===== config.mk =====
export PLATFORM = sky130hd
export DESIGN_NAME = serial_addsub
export DESIGN_NICKNAME = d
export VERILOG_FILES = /design/src/rtl/addsub_pkg.sv /design/src/rtl/nibble_addsub_ci.sv /design/src/rtl/serial_addsub.sv
export SDC_FILE = /design/constraint.sdc
export NUM_CORES = 1
export LEC_CHECK = 0
export CAP_MARGIN = 20
export CORE_AREA = 3 3 75 112
export DETAILED_ROUTE_END_ITERATION = 16
export DIE_AREA = 0 0 78 115
export PLACE_DENSITY_LB_ADDON = 0.2
export SKIP_CTS_REPAIR_TIMING = 1
export SLEW_MARGIN = 5
export SYNTH_ARGS = -nofsm -noshare
export SYNTH_HDL_FRONTEND = slang
export SYNTH_SLANG_ARGS = --single-unit

===== constraint.sdc =====
create_clock -name clk -period 8.15 [get_ports clk]
set_input_delay 1.63 -clock clk [delete_from_list [all_inputs] [get_ports clk]]
set_output_delay 1.63 -clock clk [all_outputs]
set_load 0.05 [all_outputs]

===== src/rtl/addsub_pkg.sv =====
// Shared definitions for the serial nibble add/subtract engine.
package addsub_pkg;

    localparam int unsigned NIBBLE_W = 4;

    typedef enum logic [1:0] {
        IDLE = 2'd0,
        RUN  = 2'd1,
        DONE = 2'd2
    } state_t;

    localparam logic OP_ADD = 1'b0;
    localparam logic OP_SUB = 1'b1;

endpackage


===== src/rtl/nibble_addsub_ci.sv =====
// Combinational 4-bit add/subtract slice with carry/borrow chain in and out.
module nibble_addsub_ci
    import addsub_pkg::*;
(
    input  logic [NIBBLE_W-1:0] a,
    input  logic [NIBBLE_W-1:0] b,
    input  logic                ctrl,
    input  logic                ci,
    output logic [NIBBLE_W-1:0] s,
    output logic                co
);

    logic [NIBBLE_W:0] r;

    // 5-bit arithmetic: bit 4 is the carry on add and the borrow on subtract
    always_comb begin
        if (ctrl == OP_SUB) begin
            r = {1'b0, a} - {1'b0, b} - (NIBBLE_W+1)'(ci);
        end else begin
            r = {1'b0, a} + {1'b0, b} + (NIBBLE_W+1)'(ci);
        end
        s  = r[NIBBLE_W-1:0];
        co = r[NIBBLE_W];
    end

endmodule


===== src/rtl/serial_addsub.sv =====
// Multi-nibble add/subtract engine, one nibble per clock, LSB first.
// Optional signed-overflow output ovf enabled by SERIAL_ADDSUB_OVF_EN.
module serial_addsub
    import addsub_pkg::*;
#(
    parameter int unsigned NIBBLES = 4
) (
    input  logic                     clk,
    input  logic                     rst,
    input  logic                     in_valid,
    output logic                     in_ready,
    input  logic [NIBBLE_W*NIBBLES-1:0] a,
    input  logic [NIBBLE_W*NIBBLES-1:0] b,
    input  logic                     ctrl,
    output logic                     out_valid,
    input  logic                     out_ready,
    output logic [NIBBLE_W*NIBBLES-1:0] result,
`ifdef SERIAL_ADDSUB_OVF_EN
    output logic                     cb,
    output logic                     ovf
`else
    output logic                     cb
`endif
);

    localparam int unsigned W     = NIBBLE_W * NIBBLES;
    localparam int unsigned IDX_W = $clog2(NIBBLES);

    state_t           state_q, state_d;
    logic [IDX_W-1:0] idx_q, idx_d;
    logic             chain_q, chain_d;
    logic [W-1:0]     a_q, a_d, b_q, b_d;
    logic             op_q, op_d;
    logic             in_ready_d, out_valid_d, cb_d;
    logic [W-1:0]     result_d;

    logic [NIBBLE_W-1:0] nib_a, nib_b, nib_s;
    logic                nib_co;

`ifdef SERIAL_ADDSUB_OVF_EN
    logic ovf_d;
`endif

    // Single slice shared across all nibble positions via the index mux
    assign nib_a = a_q[NIBBLE_W*idx_q +: NIBBLE_W];
    assign nib_b = b_q[NIBBLE_W*idx_q +: NIBBLE_W];

    nibble_addsub_ci u_slice (
        .a    (nib_a),
        .b    (nib_b),
        .ctrl (op_q),
        .ci   (chain_q),
        .s    (nib_s),
        .co   (nib_co)
    );

    always_comb begin
        state_d     = state_q;
        idx_d       = idx_q;
        chain_d     = chain_q;
        a_d         = a_q;
        b_d         = b_q;
        op_d        = op_q;
        in_ready_d  = in_ready;
        out_valid_d = out_valid;
        result_d    = result;
        cb_d        = cb;
`ifdef SERIAL_ADDSUB_OVF_EN
        ovf_d       = ovf;
`endif
        case (state_q)
            IDLE: begin
                if (in_valid) begin
                    a_d        = a;
                    b_d        = b;
                    op_d       = ctrl;
                    chain_d    = 1'b0;
                    idx_d      = '0;
                    in_ready_d = 1'b0;
                    state_d    = RUN;
                end
            end
            RUN: begin
                result_d[NIBBLE_W*idx_q +: NIBBLE_W] = nib_s;
                chain_d = nib_co;
                if (idx_q == IDX_W'(NIBBLES - 1)) begin
                    cb_d        = nib_co;
`ifdef SERIAL_ADDSUB_OVF_EN
                    // Sign of the final result is the top bit of the last nibble
                    ovf_d = (nib_s[NIBBLE_W-1] != a_q[W-1]) &&
                            ((op_q == OP_SUB) ? (a_q[W-1] != b_q[W-1])
                                              : (a_q[W-1] == b_q[W-1]));
`endif
                    out_valid_d = 1'b1;
                    state_d     = DONE;
                end else begin
                    idx_d = IDX_W'(idx_q + 1'b1);
                end
            end
            DONE: begin
                if (out_ready) begin
                    out_valid_d = 1'b0;
                    in_ready_d  = 1'b1;
                    state_d     = IDLE;
                end
            end
            default: begin
                state_d     = IDLE;
                in_ready_d  = 1'b1;
                out_valid_d = 1'b0;
            end
        endcase
    end

    always_ff @(posedge clk or posedge rst) begin
        if (rst) begin
            state_q   <= IDLE;
            idx_q     <= '0;
            chain_q   <= 1'b0;
            a_q       <= '0;
            b_q       <= '0;
            op_q      <= OP_ADD;
            in_ready  <= 1'b1;
            out_valid <= 1'b0;
            result    <= '0;
            cb        <= 1'b0;
`ifdef SERIAL_ADDSUB_OVF_EN
            ovf       <= 1'b0;
`endif
        end else begin
            state_q   <= state_d;
            idx_q     <= idx_d;
            chain_q   <= chain_d;
            a_q       <= a_d;
            b_q       <= b_d;
            op_q      <= op_d;
            in_ready  <= in_ready_d;
            out_valid <= out_valid_d;
            result    <= result_d;
            cb        <= cb_d;
`ifdef SERIAL_ADDSUB_OVF_EN
            ovf       <= ovf_d;
`endif
        end
    end

endmodule

# Yosys cells after proc, flatten, opt, wreduce, memory -nomap -nowiden
# Index checks and enable logic that the tools add are counted.
[totals]
output_inout_bits = 19
in_bits = 37
elab_cells = 54
latchBits = 0
ram_bits = 0
ff_bits = 57
mem_bits_ro = 0
memories = 0
[op_classes]
addsub = 6
reduce_logical = 9
bitwise = 2
div_mod_pow = 0
n_eq_ne = 7
shift = 4
n_lt_le_gt_ge = 0
mul = 0
muxes = 16
[ops]
columns = ["operator", "count"]
rows = [
  ["$neg A4 Y34", 1],
  ["$shift A4 B34 Y16 const A", 1],
  ["$shiftx A4 B34 Y16", 1],
  ["$shiftx A16 B5 Y4", 2],
  ["$bwmux W16", 1],
  ["$reduce_and A3 Y1", 4],
  ["$mux W2", 5],
  ["$ne A2 B2 Y1 const B", 4],
  ["$pmux W1 S3", 2],
  ["$pmux W2 S3", 1],
  ["$reduce_and A2 Y1", 3],
  ["$add A4 B4 Y5", 1],
  ["$add A5 B1 Y5", 1],
  ["$mux W5", 1],
  ["$sub A4 B4 Y5", 1],
  ["$sub A5 B1 Y5", 1],
  ["$eq A2 B2 Y1 const B", 2],
  ["$mux W1", 4],
  ["$pmux W2 S2", 1],
  ["$add A2 B1 Y2 const B", 1],
  ["$eq A2 B1 Y1 const B", 1],
  ["$logic_not A2 Y1", 1],
  ["$not A1 Y1", 2],
  ["$pmux W1 S2", 1],
  ["$reduce_bool A2 Y1", 1],
]

# Logic depth before layout (Yosys ltp)
[logic_depth]
ltp_word = 6
mapped_depth = 11
depth_no_buf = 9

# Modules after synthesis
# A second synthesis with hierarchy kept.
[unflattened]
hier_cells = 211
hier_area_um2 = 2886.5
[by_module_without_submodules]
columns = ["mod", "cells_each", "seq_area_each_um2", "area_each_um2", "instances"]
rows = [
  ["serial_addsub", 172, 1427.6, 2548.7, 1],
  ["nibble_addsub_ci", 39, 0.0, 337.8, 1],
]

# Worst setup path after synthesis
# No wires, ideal clock.
[synth_timing]
path_kind = "register -> register"
from = "register idx_q[0]"
to = "register result[11]"
path_buffers = 1
arrival_ns = 2.765
synth_period_minus_slack_ns = 2.907
path_slack_ns = 5.243
t_required_ns = 8.008
setup_ns = 0.142
path_stages_with_launch = 10
path_cell_list = "dfrtp_1 buf_2 mux4_2 ha_1 inv_1 ha_1 nor4b_1 o2bb2a_1 a41oi_2 o31ai_1"
[synth_between]
elab_chain_len = 6
elab_cells_between_ends = 11
classes_between = "add/sub (5); shift (4); mux (2)"
[synth_lines]
columns = ["item", "line_no", "source"]
rows = [
  ["start, declared", "serial_addsub.sv:30", "logic [IDX_W-1:0] idx_q, idx_d;"],
  ["start signal, assigned", "serial_addsub.sv:132", "idx_q <= idx_d;"],
  ["$shiftx A16 B5 Y4 (on tied branches)", "serial_addsub.sv:45, serial_addsub.sv:46", ""],
  ["$add A4 B4 Y5 or $sub A4 B4 Y5 (tied branches)", "nibble_addsub_ci.sv:20, nibble_addsub_ci.sv:18", ""],
  ["$add A5 B1 Y5 or $sub A5 B1 Y5 (tied branches)", "nibble_addsub_ci.sv:20, nibble_addsub_ci.sv:18", ""],
  ["$mux W5", "nibble_addsub_ci.sv:17", "if (ctrl == OP_SUB) begin"],
  ["$shiftx A4 B34 Y16", "serial_addsub.sv:84", "result_d[NIBBLE_W*idx_q +: NIBBLE_W] = nib_s;"],
  ["$bwmux W16 (*)", "serial_addsub.sv:84", ""],
  ["end signal, assigned", "serial_addsub.sv:139", "result <= result_d;"],
  ["end, declared", "serial_addsub.sv:17", "output logic [NIBBLE_W*NIBBLES-1:0] result,"],
]
# Mark *: on every way between the ends. The rest lies on a longest branch, timed or not.
# A chain may end at the register's enable or synchronous reset.

# Worst setup path after layout
[layout_timing]
from = "register in_ready"
to = "output in_ready"
[layout_lines]
columns = ["item", "line_no", "source"]
rows = [
  ["start, declared", "serial_addsub.sv:11", "output logic in_ready,"],
  ["start signal, assigned", "serial_addsub.sv:137", "in_ready <= in_ready_d;"],
]
# No word-level cell between the ends.

==> summary.md <==
| Metric | Value |
|---|---|
| # IOs | `56` |
| Status | `completed` |
| Critical path depth | `1` |
| Synth top area share | `about half` |
| Setup WS post-layout | `a little under 5000 ps` |
| DRC viols | `0` |
| Crit start category | `flop` |
| CP Class | `flop to output port` |
| Pre-CTS worst setup slack | `4940 ps` |
| Commonest non-fill, non-tap cell in the layout | `dfrtp_1` |
| Num CTS Buffers | `9` |
| Final hold vios | `0` |
| Initial Util | `38.3%` |
| Post-synth EDFFs | `0` |
| Synth cell types | `44` |
| Final worst-path cycle share | `between 40% and 50%` |
| Die W | `between 70 and 80 microns` |
| Met2 wire length | `roughly 3 mm` |
| Register area share after synthesis | `48.9%` |
| Worst R2R End | `result[7]` |
| Synth area leader | `dfrtp_1` |
| Final hold slack | `around 470 ps` |
| Met3 WL | `between 200 and 250 microns` |
| Total gr overflow | `0` |
| Cells after Synth | `~230` |
| Total track usage | `between 10 and 15%` |
| Highest routing layer actually used | `met4` |
| Yosys Warn Count | `0` |
| Clock Sinks | `57` |
| Row Count | `39` |
| Most frequent cells in the layout | `dfrtp_1 (56), clkdlybuf4s50_1 (55), mux2_2 (34)` |
| Htree depth | `3` |
| Synthesized area | `between 2000 and 3000 sq um` |
| Synth Area in Simple Gates | `about a tenth` |
| Crit path launch | `in_ready` |
| Post-synthesis compound-gate area fraction | `about 9%` |
| Synth Area in Adders | `8.32%` |
| CP endpoint kind | `output port` |
| Xor-xnor portion of the synthesized cell area | `less than 1%` |
| Die height | `around 120 microns` |
| Detailed Routing Iterations Pass 1 | `4` |
| Vias/cell | `between 5 and 6` |
| #FFs+latches synth | `57` |
| Max-cap viol count | `0` |
| R2r setup slk | `5080 ps` |
| Area grow syn2layout | `32.7%` |
| CP max stage delay | `about 800 ps` |
| Mux share of post-synthesis cell area | `between 10% and 20%` |
| Mapped Nets | `roughly 290` |
| Critical Path AT | `around 1700 ps` |
| TNS Setup | `0 ps` |
| Critical path endpoint | `in_ready` |
| Largest net degree at the start of global routing | `58` |
| Area of the multi-input gates | `1380 sq um` |
| Nets | `350` |
| Worst Path Buf+Inv | `1` |
| Ys flop type | `dfrtp_1` |
| CTS Root Cell | `clkbuf_16` |
| Clock Latency Late Sink | `around 330 ps` |
| CP Cell Sequence | `clkdlybuf4s50_1` |
| RSZ-0062 raised after global routing | `false` |
| Die area | `about 9000 sq um` |
| Max-slew violations | `0` |
| Fin Clk Skew | `roughly 5.8 ps` |
| Via Count | `a little over 2,000` |
| Worst-Margin Slew | `about 780 ps` |
| Max Freq | `roughly 0.30 GHz` |
| # diodes | `0` |
| Final ANT Viol Nets | `0` |
| Met1 Wirelength | `~2.2 mm` |
| Total core area | `between 7000 and 8000 sq um` |
| Synthesized area per cell | `12.5 sq um` |
| Share of cells above drive strength 1 | `about a quarter` |
| CTS tree | `done` |
| WP data required | `~6500 ps` |
| Crit Path Max Fanout | `3` |
| Port Buffers | `55` |
| Post-synthesis async set-or-reset flop share | `100%` |
| GP Congestion | `slightly above 0.7` |
| First-pass GRT wire length | `9.69 mm` |
| Critical Path Slowest Stage Cell | `clkdlybuf4s50_1` |
| Fillers | `~700` |
| Period minus WS final | `3290 ps` |
| Reg2reg path depth | `9` |
| Hold/Removal Path Class | `flop to flop` |
| Post-DR wirelength/cell | `14.2 microns` |
| Synth area leaders | `dfrtp_1 (48%), mux2_2 (13%), ha_1 (5.6%)` |
| Setup Viol. Count Final | `0` |
| R2r startpoint | `idx_q[0]` |
| Initial antenna violation count | `0` |
| WL final | `5.70 mm` |
| Sequential Area | `1430 sq um` |
| Combinational family with the most area after synthesis | `multiplexers` |
| Initial drt markers | `68` |
| Family with the most delay on the worst path | `buffers and inverters` |
| Clock Tree Buf Depth | `2` |
| Clock slew at reported path FFs | `roughly 50 ps` |
| Max-Slew Margin vs Limit | `approximately 48%` |
| Dpl hpwl | `roughly 4.2 mm` |
| Vias in the first global route | `around 2,100` |
-- cell families after synthesis --
group | Yosys count
AO/OA/AOI/OAI | 36
multiplexers | 44
flip-flops | 57
AND/OR/NAND/NOR | 55
adder cells (fa/ha/maj) | 17
buffers and inverters | 24
XOR/XNOR | 1
-- Yosys cell counts, types with 2 or more instances --
cell type / n
a21oi_1: 4
a22o_1: 3
buf_2: 2
buf_4: 3
dfrtp_1: 56
fa_1: 4
ha_1: 13
inv_1: 16
mux2_2: 34
mux2i_1: 3
mux4_2: 7
nand2_1: 27
nand2b_1: 3
nand3_1: 2
nand4_1: 2
nand4bb_1: 2
nor2_1: 4
nor3_1: 4
o21a_1: 2
o21ai_0: 10
o31ai_1: 9
or2_2: 2
-- stage by stage --
step	cell area [sq um]	util, %	instances
after global placement	3570	46.9	387
final	3870	50.8	402
after floorplan	2920	-	234
after detailed placement	3570	46.9	387
after global routing	3870	50.8	402
after CTS	3870	50.8	402
-- state kept, by name, indices dropped and copies added (netlist names) --
register,cells
b_q,16
op_q,1
state_q,2
a_q,16
in_ready,1
chain_q,1
cb,1
out_valid,1
idx_q,2
result,16
-- how the worst min path moves through the flow --
stage	from	endpoint	depth (start not counted)
6_report	result[13]	result[13]	2
5_1_grt	result[1]	result[1]	2
4_1_cts	result[11]	result[11]	2
3_5_place_dp	result[11]	result[11]	2
3_3_place_gp	result[7]	result[7]	2
2_1_floorplan	a_q[13]	a_q[13]	1
-- routing by layer --
layer  vias up  global-route usage [%]
met5         -                       0
met4         0                    7.93
met3        17                    3.76
met2        50                    24.8
met1       990                    15.2
li1        957                       -
-- cell type report --
type | count | area share, %
flip-flops and latches | 57 | 36.9
repair buffers | 59 | 15.0
well taps | 102 | 3.30
clock inverters | 3 | 1.03
clock buffers | 12 | 6.63
inverters | 16 | 1.55
multi-input cells | 153 | 35.6
Power is not shown: default switching activity piles up to over one toggle a cycle in this logic, so the estimate is an artifact.
